### src/rtl/usb2_ulpi_regarb.sv
// usb2_ulpi_regarb
// Round-robin arbiter and sequencer for ULPI PHY register reads/writes issued
// by two requesters (link-control FSM on port 0, debug/config on port 1).
// The block drives the ULPI link-side pins only while a register transaction
// is in flight (bus_own=1); the packet path muxes phy_d_out/phy_stp in on it.
//
// Ports:
//   phy_clk, reset               60 MHz ULPI clock, async active-high reset
//   reqN_valid/write/addr/wdata  request N (held until reqN_ack or reqN_err)
//   reqN_ack / reqN_err          one-cycle completion / failure pulses
//   rdata                        read result, valid with the ack of a read
//   bus_busy                     packet layer owns the bus, no new grant
//   bus_own                      this block drives phy_d_out / phy_stp
//   phy_dir, phy_nxt, phy_d_in   ULPI inputs from the PHY
//   phy_d_out, phy_stp           ULPI outputs to the PHY
module usb2_ulpi_regarb #(
  parameter int TIMEOUT   = 255,
  parameter int MAX_RETRY = 3
) (
  input  logic       phy_clk,
  input  logic       reset,
  input  logic       req0_valid,
  input  logic       req0_write,
  input  logic [5:0] req0_addr,
  input  logic [7:0] req0_wdata,
  output logic       req0_ack,
  output logic       req0_err,
  input  logic       req1_valid,
  input  logic       req1_write,
  input  logic [5:0] req1_addr,
  input  logic [7:0] req1_wdata,
  output logic       req1_ack,
  output logic       req1_err,
  output logic [7:0] rdata,
  input  logic       bus_busy,
  output logic       bus_own,
  input  logic       phy_dir,
  input  logic       phy_nxt,
  input  logic [7:0] phy_d_in,
  output logic [7:0] phy_d_out,
  output logic       phy_stp
);

  typedef enum logic [2:0] {
    S_IDLE      = 3'd0,
    S_CMD       = 3'd1,
    S_WDATA     = 3'd2,
    S_STP       = 3'd3,
    S_RD_TURN   = 3'd4,
    S_RD_DATA   = 3'd5,
    S_WAIT_IDLE = 3'd6,
    S_ABORT     = 3'd7
  } state_t;

  // The last wait cycle that may still see progress; reaching it again fails.
  localparam logic [7:0] TMO_LAST  = 8'(TIMEOUT - 1);
  localparam logic [1:0] RETRY_MAX = 2'(MAX_RETRY);

  // ULPI command byte: 2'b10 = RegWrite, 2'b11 = RegRead, immediate address.
  function automatic logic [7:0] cmd_byte(input logic wr, input logic [5:0] addr);
    return {(wr ? 2'b10 : 2'b11), addr};
  endfunction

  state_t      state_r, state_s;
  logic        dir_1_r;
  logic        rr_r, rr_s;
  logic        gnt_r, gnt_s;
  logic        wr_r, wr_s;
  logic [5:0]  addr_r, addr_s;
  logic [7:0]  wdata_r, wdata_s;
  logic [1:0]  retry_r, retry_s;
  logic [7:0]  timer_r, timer_s;
  logic [7:0]  d_out_r, d_out_s;
  logic        stp_r, stp_s;
  logic        own_r, own_s;
  logic [7:0]  rdata_r, rdata_s;
  logic        ack0_r, ack0_s, ack1_r, ack1_s;
  logic        err0_r, err0_s, err1_r, err1_s;
  logic        done_s, fail_s;

  logic        bus_free_s;
  logic        pulse_s;
  logic        pick_s;
  logic        pick_wr_s;
  logic [5:0]  pick_addr_s;
  logic [7:0]  pick_wdata_s;

  // Bus is free only when DIR has been low for two samples and the packet
  // layer is idle, so a turnaround cycle is never overlapped.
  assign bus_free_s = ~phy_dir & ~dir_1_r & ~bus_busy;
  // While a completion pulse is out, the requester has not yet dropped or
  // replaced its request; granting now would repeat the finished access.
  assign pulse_s    = ack0_r | ack1_r | err0_r | err1_r;
  // Both pending: honour the round-robin pointer; otherwise the lone one.
  assign pick_s       = (req0_valid && req1_valid) ? rr_r : req1_valid;
  assign pick_wr_s    = pick_s ? req1_write : req0_write;
  assign pick_addr_s  = pick_s ? req1_addr  : req0_addr;
  assign pick_wdata_s = pick_s ? req1_wdata : req0_wdata;

  // Next-state and next-output logic for the transaction sequencer.
  always_comb begin
    state_s = state_r;
    d_out_s = 8'h00;
    stp_s   = 1'b0;
    own_s   = 1'b0;
    rdata_s = rdata_r;
    gnt_s   = gnt_r;
    wr_s    = wr_r;
    addr_s  = addr_r;
    wdata_s = wdata_r;
    retry_s = retry_r;
    timer_s = timer_r;
    done_s  = 1'b0;
    fail_s  = 1'b0;

    case (state_r)
      S_IDLE: begin
        if (bus_free_s && !pulse_s && (req0_valid || req1_valid)) begin
          gnt_s   = pick_s;
          wr_s    = pick_wr_s;
          addr_s  = pick_addr_s;
          wdata_s = pick_wdata_s;
          retry_s = 2'd0;
          timer_s = 8'd0;
          own_s   = 1'b1;
          d_out_s = cmd_byte(pick_wr_s, pick_addr_s);
          state_s = S_CMD;
        end else begin
          state_s = S_IDLE;
        end
      end

      S_CMD: begin
        if (phy_dir) begin
          // PHY took the bus mid-command: release without STP.
          state_s = S_ABORT;
        end else if (phy_nxt) begin
          timer_s = 8'd0;
          own_s   = 1'b1;
          if (wr_r) begin
            d_out_s = wdata_r;
            state_s = S_WDATA;
          end else begin
            d_out_s = 8'h00;
            state_s = S_RD_TURN;
          end
        end else if (timer_r == TMO_LAST) begin
          fail_s  = 1'b1;
          state_s = S_IDLE;
        end else begin
          timer_s = timer_r + 8'd1;
          own_s   = 1'b1;
          d_out_s = cmd_byte(wr_r, addr_r);
        end
      end

      S_WDATA: begin
        if (phy_dir) begin
          state_s = S_ABORT;
        end else if (phy_nxt) begin
          timer_s = 8'd0;
          own_s   = 1'b1;
          stp_s   = 1'b1;
          d_out_s = 8'h00;
          state_s = S_STP;
        end else if (timer_r == TMO_LAST) begin
          fail_s  = 1'b1;
          state_s = S_IDLE;
        end else begin
          timer_s = timer_r + 8'd1;
          own_s   = 1'b1;
          d_out_s = wdata_r;
        end
      end

      S_STP: begin
        if (phy_dir) begin
          // DIR rising while STP is out: the write did not land, retry it.
          state_s = S_ABORT;
        end else begin
          done_s  = 1'b1;
          state_s = S_IDLE;
        end
      end

      S_RD_TURN: begin
        if (phy_dir) begin
          if (phy_nxt) begin
            // NXT with DIR rising means a receive packet pre-empted the read.
            state_s = S_ABORT;
          end else begin
            timer_s = 8'd0;
            state_s = S_RD_DATA;
          end
        end else if (timer_r == TMO_LAST) begin
          fail_s  = 1'b1;
          state_s = S_IDLE;
        end else begin
          timer_s = timer_r + 8'd1;
          own_s   = 1'b1;
          d_out_s = 8'h00;
        end
      end

      S_RD_DATA: begin
        rdata_s = phy_d_in;
        done_s  = 1'b1;
        state_s = S_WAIT_IDLE;
      end

      S_WAIT_IDLE: begin
        if (!phy_dir) begin
          state_s = S_IDLE;
        end else begin
          state_s = S_WAIT_IDLE;
        end
      end

      S_ABORT: begin
        if (!phy_dir && !dir_1_r) begin
          if (retry_r < RETRY_MAX) begin
            // Reissue the latched request without re-arbitrating.
            retry_s = retry_r + 2'd1;
            timer_s = 8'd0;
            own_s   = 1'b1;
            d_out_s = cmd_byte(wr_r, addr_r);
            state_s = S_CMD;
          end else begin
            fail_s  = 1'b1;
            state_s = S_IDLE;
          end
        end else begin
          state_s = S_ABORT;
        end
      end

      default: begin
        state_s = S_IDLE;
      end
    endcase

    ack0_s = done_s & ~gnt_r;
    ack1_s = done_s &  gnt_r;
    err0_s = fail_s & ~gnt_r;
    err1_s = fail_s &  gnt_r;
    // The pointer only passes on once the granted requester is finished.
    rr_s   = (done_s | fail_s) ? ~gnt_r : rr_r;
  end

  // State, latched request and registered outputs.
  always_ff @(posedge phy_clk or posedge reset) begin
    if (reset) begin
      state_r <= S_IDLE;
      dir_1_r <= 1'b0;
      rr_r    <= 1'b0;
      gnt_r   <= 1'b0;
      wr_r    <= 1'b0;
      addr_r  <= 6'h00;
      wdata_r <= 8'h00;
      retry_r <= 2'd0;
      timer_r <= 8'd0;
      d_out_r <= 8'h00;
      stp_r   <= 1'b0;
      own_r   <= 1'b0;
      rdata_r <= 8'h00;
      ack0_r  <= 1'b0;
      ack1_r  <= 1'b0;
      err0_r  <= 1'b0;
      err1_r  <= 1'b0;
    end else begin
      state_r <= state_s;
      dir_1_r <= phy_dir;
      rr_r    <= rr_s;
      gnt_r   <= gnt_s;
      wr_r    <= wr_s;
      addr_r  <= addr_s;
      wdata_r <= wdata_s;
      retry_r <= retry_s;
      timer_r <= timer_s;
      d_out_r <= d_out_s;
      stp_r   <= stp_s;
      own_r   <= own_s;
      rdata_r <= rdata_s;
      ack0_r  <= ack0_s;
      ack1_r  <= ack1_s;
      err0_r  <= err0_s;
      err1_r  <= err1_s;
    end
  end

  assign phy_d_out = d_out_r;
  assign phy_stp   = stp_r;
  assign bus_own   = own_r;
  assign rdata     = rdata_r;
  assign req0_ack  = ack0_r;
  assign req1_ack  = ack1_r;
  assign req0_err  = err0_r;
  assign req1_err  = err1_r;

endmodule

### config.mk
export PLATFORM = sky130hd
export DESIGN_NAME = usb2_ulpi_regarb
export DESIGN_NICKNAME = d
export VERILOG_FILES = /design/src/rtl/usb2_ulpi_regarb.sv
export SDC_FILE = /design/constraint.sdc
export NUM_CORES = 1
export LEC_CHECK = 0
export CORE_ASPECT_RATIO = 0.6
export CORE_MARGIN = 2
export CORE_UTILIZATION = 52
export CTS_CLUSTER_DIAMETER = 200
export CTS_CLUSTER_SIZE = 8
export DETAILED_ROUTE_END_ITERATION = 16
export GPL_TIMING_DRIVEN = 0
export PLACE_DENSITY = 0.89
export SYNTH_ARGS = -nofsm -noshare
export SYNTH_HDL_FRONTEND = slang
export SYNTH_SLANG_ARGS = --single-unit
### constraint.sdc
create_clock -name phy_clk -period 4.7 [get_ports phy_clk]
set_input_delay 0.705 -clock phy_clk [delete_from_list [all_inputs] [get_ports phy_clk]]
set_output_delay 0.705 -clock phy_clk [all_outputs]
set_load 0.01 [all_outputs]
==> qor.yml, run 1 <==
worst_setup_path:
  regToRegSetupSlack_ns: 2.66
  path_cells: "clkdlybuf4s50_1 -> buf_6 -> nor4_4 -> a31oi_1 -> nor4_2 -> o21ai_1 -> a22o_1"
  crit_type: "input port to register"
  critical_path.endpoint_type: "register"
  crit_path_start_kind: "input port"
  critPathMaxFanout: 8
  crit_family: "simple AND/OR/NAND/NOR gates"
  reg2reg_to: "timer_r[0]"
  r2r-start: "state_r[1]"
  crit_required_ns: 4.90
  path_buf_inv: 2
  worstPathArrival_ns: 2.68
  cp_slowest_cell: "nor4_2"
  r2r.worst_path.cells: 6
  max_stage_delay_ns: 0.52
finish:
  areaGrowthSynthToFinish_pct: 31.5
  final_util: 0.713
  nets: 392
  seq_area_sq_um: 1330
  drive_above_1_share: 0.139
  n_antenna_cell: 0
  fillCellCount: 388
  multi_input_area_sq_um: 1310
pwr:
  max-vdd-ir-drop_mv: 0.218
  leakage_nw: 1.63
  powerDensity_nw_per_um2: 490
synthesis:
  yosys-top-cells-count: "dfrtp_1 (53), nand2_1 (29), mux2i_1 (16)"
  async_reset_ff_frac: 1.00
  synth.largest_area_cell: "dfrtp_1"
  yosys-top-cells-area: "dfrtp_1 (48%), mux2i_1 (5.8%), nand2_1 (4.0%), mux2_2 (3.7%), a21oi_2 (2.9%)"
  syn_avg_cell_area_sq_um: 10.2
  synth_top_area_frac: 0.481
  synth_seq_area_share: 0.481
  synth_edf_count: 0
  yosysWarningCount: 0
  synth_cell_type_count: 51
  ys.flop_type: "dfrtp_1"
  syn_inst: 271
  ys_ff_latch: 53
  yosysMostFrequentCell: "dfrtp_1"
  netlist_area_sq_um: 2760
  synth_nets: 319
sta:
  worst_pin_slew_ns: 0.781
  drv_slew: 0
  finClkSkew_ns: 0.00658
  post-route-period-util: 0.527
  finalSetupTns_ns: 0
  final_hold_viol_count: 0
  fin_crit_ns: 2.48
  fmax_ghz: 0.404
  max_slew_margin: 0.479
  rsz0062_at_grt: "no"
  setup_viol: 0
floorplan:
  start_util: 0.542
  dieArea_sq_um: 5920
  core_sq_um: 5080
  pin_count: 67
  rows: 20
  fp.dieH_microns: 60.4
  die_w_microns: 98.0
grt:
  track_usage: 0.236
  grt_pass1_vias: 2226
  grt_max_degree: 42
  grt_pass1_wl_mm: 10.8
  grt-ovfl-total: 0
  antenna_found_initial: 0
route:
  routedWlPerCell_microns: 16.2
  wirelength_mm: 6.64
  viasPerCell: 5.74
  drt-pass1-iter-count: 5
  drc: 0
  drtIter0Drc: 273
  antenna_left: 0
  route.vias.total: 2359
job:
  cap_violations: 0
worst_hold_path:
  hp-start: "addr_r[2]"
  min_to: "addr_r[2]"
  min_path_cells: 1
  hp-class: "register to register"
clocking:
  cts_setup_buffers: 0
  post_cts_resized: 0
  htreeDepth: 2
  worstSkewPairLatency_ns: 0.31
  cts_hold_buf: 0
  clkSinkCount: 53
  cts_max_path_buffers: 2
  cts_tree: "yes"
  cts_made_buffers: 5
  path_clk_slew_ns: 0.10
  root_buffer: "clkbuf_8"
placed_design:
  gp_congestion: 0.949
  port_buffers: 65
  dpl.hpwl_mm: 5.06
outcome:
  outcome: "finished, final reports clean"
## layout make-up
type / instances / share of cell area
sequential: 53 / 0.366
multi-input combinational: 193 / 0.362
timing repair buffer: 66 / 0.185
tap: 66 / 0.0228
buffer: 15 / 0.0224
clock buffer: 5 / 0.0190
clock inverter: 3 / 0.0128
inverter: 10 / 0.0104
## power breakdown
part | switching (mW) | total (mW) | internal [mW]
logic | 0.417 | 0.794 | 0.378
registers | 0.0852 | 0.671 | 0.586
clock network | 0.152 | 0.312 | 0.160
## flip-flops by register name (all words and copies together) (netlist names)
signal / count
addr_r: 6
bus_own: 1
dir_1_r: 1
gnt_r: 1
phy_d_out: 8
phy_stp: 1
rdata: 8
req0_ack: 1
req0_err: 1
req1_ack: 1
req1_err: 1
retry_r: 2
rr_r: 1
state_r: 3
timer_r: 8
wdata_r: 8
wr_r: 1
## layer usage
metal	GRT usage	routed length, microns
met1	0.357	3200
met2	0.357	2870
met4	0.0536	57
met3	0.0484	507
met5	0	0
## how the worst max path moves through the flow
stage / from / to / slack, ns / cells past startpoint
floorplan: phy_nxt / rr_r / 2.50 / 6
global placement: reset / timer_r[6] / 1.78 / 2
detailed placement: req0_valid / phy_d_out[5] / 1.90 / 7
CTS: req0_valid / phy_d_out[5] / 2.24 / 7
global route: phy_dir / timer_r[0] / 2.10 / 7
finish: phy_dir / timer_r[0] / 2.22 / 7
## layout by cell type (no fill, tap or decap), drive strengths merged, types with 2 or more instances in the layout
master	netlist	routed
clkbuf	4	9
a21oi	21	21
mux2	10	10
o31ai	2	2
nor4	4	4
dfrtp	53	53
and3	2	2
or3	2	2
and2	3	3
a31oi	2	2
nand2	29	29
nand2b	8	8
ha	3	3
a31o	3	3
nor2	15	15
buf	11	12
clkdlybuf4s50	0	65
o21ai	21	21
or4	3	3
nor3	6	6
nand3	6	6
a21o	7	7
nand4	5	5
mux2i	16	16
nor2b	2	2
inv	10	10
o21a	2	2
a221o	7	7
## kinds of logic (layout without fill, tap and decap cells)
group | after synthesis | in the layout | share of synthesized area
AO/OA/AOI/OAI | 74 | 74 | 0.190
XOR/XNOR | 1 | 1 | 0.00318
adder cells (fa/ha/maj) | 3 | 3 | 0.0136
buffers and inverters | 25 | 99 | 0.0431
flip-flops | 53 | 53 | 0.481
multiplexers | 26 | 26 | 0.0990
AND/OR/NAND/NOR | 89 | 89 | 0.169
## through the flow
step | hold slack [ns] | worst slack, ns | area, sq um | power, mW | instances
6_report | 0.496 | 2.22 | 3620 | 1.78 | 411
5_1_grt | 0.508 | 2.10 | 3620 | 1.89 | 411
4_1_cts | 0.495 | 2.24 | 3620 | 1.77 | 411
3_5_place_dp | 0.471 | 1.90 | 3510 | 1.46 | 403
3_3_place_gp | 0.463 | 1.78 | 3490 | 1.43 | 402
2_1_floorplan | 0.443 | 2.50 | 2760 | 1.18 | 271
Note: power is estimated with default switching activity, not from simulation.
==> inputs of run 2 (changes only) <==
--- a/config.mk
+++ b/config.mk
@@ -7,12 +7,12 @@
 export LEC_CHECK = 0
 export CORE_ASPECT_RATIO = 0.6
 export CORE_MARGIN = 2
-export CORE_UTILIZATION = 52
+export CORE_UTILIZATION = 49
 export CTS_CLUSTER_DIAMETER = 200
 export CTS_CLUSTER_SIZE = 8
 export DETAILED_ROUTE_END_ITERATION = 16
 export GPL_TIMING_DRIVEN = 0
-export PLACE_DENSITY = 0.89
+export PLACE_DENSITY = 0.85
 export SYNTH_ARGS = -nofsm -noshare
 export SYNTH_HDL_FRONTEND = slang
 export SYNTH_SLANG_ARGS = --single-unit
==> constraint.sdc (replaced) <==
create_clock -name phy_clk -period 2.5 [get_ports phy_clk]
set_input_delay 0.375 -clock phy_clk [delete_from_list [all_inputs] [get_ports phy_clk]]
set_output_delay 0.375 -clock phy_clk [all_outputs]
set_load 0.01 [all_outputs]
==> run 2 against run 1 <==
Net effect:
- die area is 5.8% higher
- worst hold slack worse by 0.12 ns
- clock-buffer cell count is 1 higher
- combinational power is 88% higher
- flip-flop and latch count stayed put
- sequential share of layout area stayed put
- critical path type unchanged
- critical endpoint unchanged
- largest cell class unchanged
==> qor.yml, run 2 (synthesized netlist as in run 1, its figures left out) <==
outcome:
  outcome: "finished, final reports clean"
worst_setup_path:
  critPathMaxFanout: 8  # unchanged
  critical_path.endpoint_type: "register"
  worstPathArrival_ns: 2.38  # -0.30 ns
  endpoint: "timer_r[0]"
  r2r-start: "state_r[1]"
  reg2reg_to: "timer_r[0]"
  crit_type: "input port to register"
  r2r.worst_path.cells: 6  # unchanged
  crit_path_start_kind: "input port"
  regToRegSetupSlack_ns: 0.42  # -2.24 ns
  startpoint: "phy_dir"
  crit_required_ns: 2.71  # -2.19 ns
clocking:
  clkSinkCount: 53  # unchanged
  cts_setup_buffers: 0  # unchanged
  worstSkewPairLatency_ns: 0.31  # about the same
  cts_hold_buf: 0  # unchanged
  cts_made_buffers: 5  # unchanged
  post_cts_resized: 0  # unchanged
  cts_max_path_buffers: 2  # unchanged
  root_buffer: "clkbuf_8"
  htreeDepth: 2  # unchanged
  path_clk_slew_ns: 0.10  # about the same
  cts_tree: "yes"
sta:
  fmax_ghz: 0.461
  worst_pin_slew_ns: 0.771  # -0.00965 ns
  holdWs_ns: 0.371  # -0.125 ns
  final_hold_viol_count: 0  # unchanged
  drv_slew: 0  # unchanged
  fin_crit_ns: 2.17
  finClkSkew_ns: 0.00951  # +0.00293 ns
  setup_viol: 0  # unchanged
  post-route-period-util: 0.868
  max_slew_margin: 0.486  # +0.00643
  rsz0062_at_grt: "no"
  finalSetupTns_ns: 0  # unchanged
finish:
  n_antenna_cell: 0  # unchanged
  final_common_cell: "clkdlybuf4s50_1"
  areaGrowthSynthToFinish_pct: 31.5  # unchanged
  final_cell_mix: "clkdlybuf4s50_1 (65), dfrtp_1 (53), nand2_1 (29)"
  fillCellCount: 443  # +14%
  final_util: 0.660  # -0.0535
  drive_above_1_share: 0.136  # -0.00290
  nets: 392  # unchanged
  layoutNonFillerInstCount: 414  # +0.73%
grt:
  grt_max_degree: 35  # -17%
  track_usage: 0.226  # -0.0103
  antenna_found_initial: 0  # unchanged
  grt-ovfl-total: 0  # unchanged
  grt_pass1_vias: 2113  # -5.1%
  grt_pass1_wl_mm: 10.7  # -1.4%
placed_design:
  dpl.hpwl_mm: 5.04  # -0.35%
  gp_congestion: 0.912  # -3.9%
  dpl.cell_count: 406  # +0.74%
  port_buffers: 65  # unchanged
pwr:
  power_frac_seq: 0.379  # about the same
  leakage_nw: 1.63  # about the same
  power_mw: 3.34  # +88%
  internal-power_mw: 2.11  # +88%
  powerDensity_nw_per_um2: 923  # +88%
  power_frac_comb: 0.446  # about the same
  swShare: 0.369  # +0.000574
  p_clk_frac: 0.175  # about the same
  max-vdd-ir-drop_mv: 0.358  # +64%
  switching_power_mw: 1.23  # +88%
floorplan:
  die_w_microns: 101  # +2.9%
  fp.dieH_microns: 62.1  # +2.8%
  rows: 21  # +5.0%
  core_sq_um: 5490  # +8.1%
  dieArea_sq_um: 6260  # +5.8%
  pin_count: 67  # unchanged
  start_util: 0.502  # -0.0407
route:
  drtIter0Drc: 189  # -31%
  wirelength_mm: 6.68  # +0.66%
  antenna_left: 0  # unchanged
  drt-pass1-iter-count: 4  # -1
  routedWlPerCell_microns: 16.1  # about the same
  drc: 0  # unchanged
  viasPerCell: 5.69  # -0.85%
  route.vias.total: 2356  # -0.13%
worst_hold_path:
  hp-class: "input port to asynchronous set/reset pin"
job:
  cap_violations: 0  # unchanged
[run 2: changes by cell type in the layout (fill, tap and decap cells not counted)]
cell        change
clkbuf_1        +1
clkinvlp_4      -1
[run 2: through the flow]
step / worst slack, ns / area (sq um)
2_1_floorplan: 0.635 / 2760
3_3_place_gp: -0.138 / 3490
3_5_place_dp: 0.0157 / 3510
4_1_cts: 0.355 / 3620
5_1_grt: 0.269 / 3620
6_report: 0.329 / 3620
[run 2: critical path, stage by stage]
cell	delay, ns
clkdlybuf4s50_1	0.44
buf_6	0.16
nor4_4	0.28
a31oi_1	0.19
nor4_2	0.54
o21ai_1	0.13
a22o_1	0.26
[run 2: layout make-up]
| cell class | instances | area, sq um | area share |
|---|---|---|---|
| well taps | 69 | 86.3 | 0.0238 |
| plain buffers | 15 | 81.3 | 0.0224 |
| repair buffers | 66 | 671 | 0.185 |
| inverters | 10 | 37.5 | 0.0104 |
| multi-input cells | 193 | 1310 | 0.362 |
| clock buffers | 6 | 72.6 | 0.0200 |
| flip-flops and latches | 53 | 1330 | 0.366 |
| clock inverters | 2 | 38.8 | 0.0107 |
[run 2: worst min path at each step]
stage                     startpoint            to  slack, ns  cells past startpoint
after floorplan              phy_dir       dir_1_r       0.41                      0
after global placement     addr_r[0]     addr_r[0]       0.46                      1
after detailed placement   addr_r[3]     addr_r[3]       0.47                      1
after CTS                      reset  phy_d_out[6]       0.38                      2
after global routing           reset      rdata[5]       0.43                      2
final                          reset  phy_d_out[6]       0.37                      2
[run 2: power groups by stage]
stage                     Combinational (mW)  Clock, mW  Sequential [mW]
after floorplan                        0.938          0             1.29
after global placement                  1.43          0             1.26
after detailed placement                1.47          0             1.28
after CTS                               1.48      0.599             1.27
after global routing                    1.64      0.619             1.30
final                                   1.49      0.585             1.27
[run 2: routing by layer]
layer	part of all wire	up-vias	GRT usage	wire length, microns
met4	0.0097	0	0.0587	65
met1	0.49	1120	0.362	3300
li1	-	1120	-	-
met3	0.079	9	0.0425	529
met2	0.42	107	0.309	2790
met5	0	-	0	0
==> inputs of run 3 (changes only) <==
--- a/config.mk
+++ b/config.mk
@@ -13,6 +13,7 @@
 export DETAILED_ROUTE_END_ITERATION = 16
 export GPL_TIMING_DRIVEN = 0
 export PLACE_DENSITY = 0.85
+export SLEW_MARGIN = 10
 export SYNTH_ARGS = -nofsm -noshare
 export SYNTH_HDL_FRONTEND = slang
 export SYNTH_SLANG_ARGS = --single-unit
==> results of run 3 <==
Same layout as run 2: the final DEF is identical, and so are final timing and power.
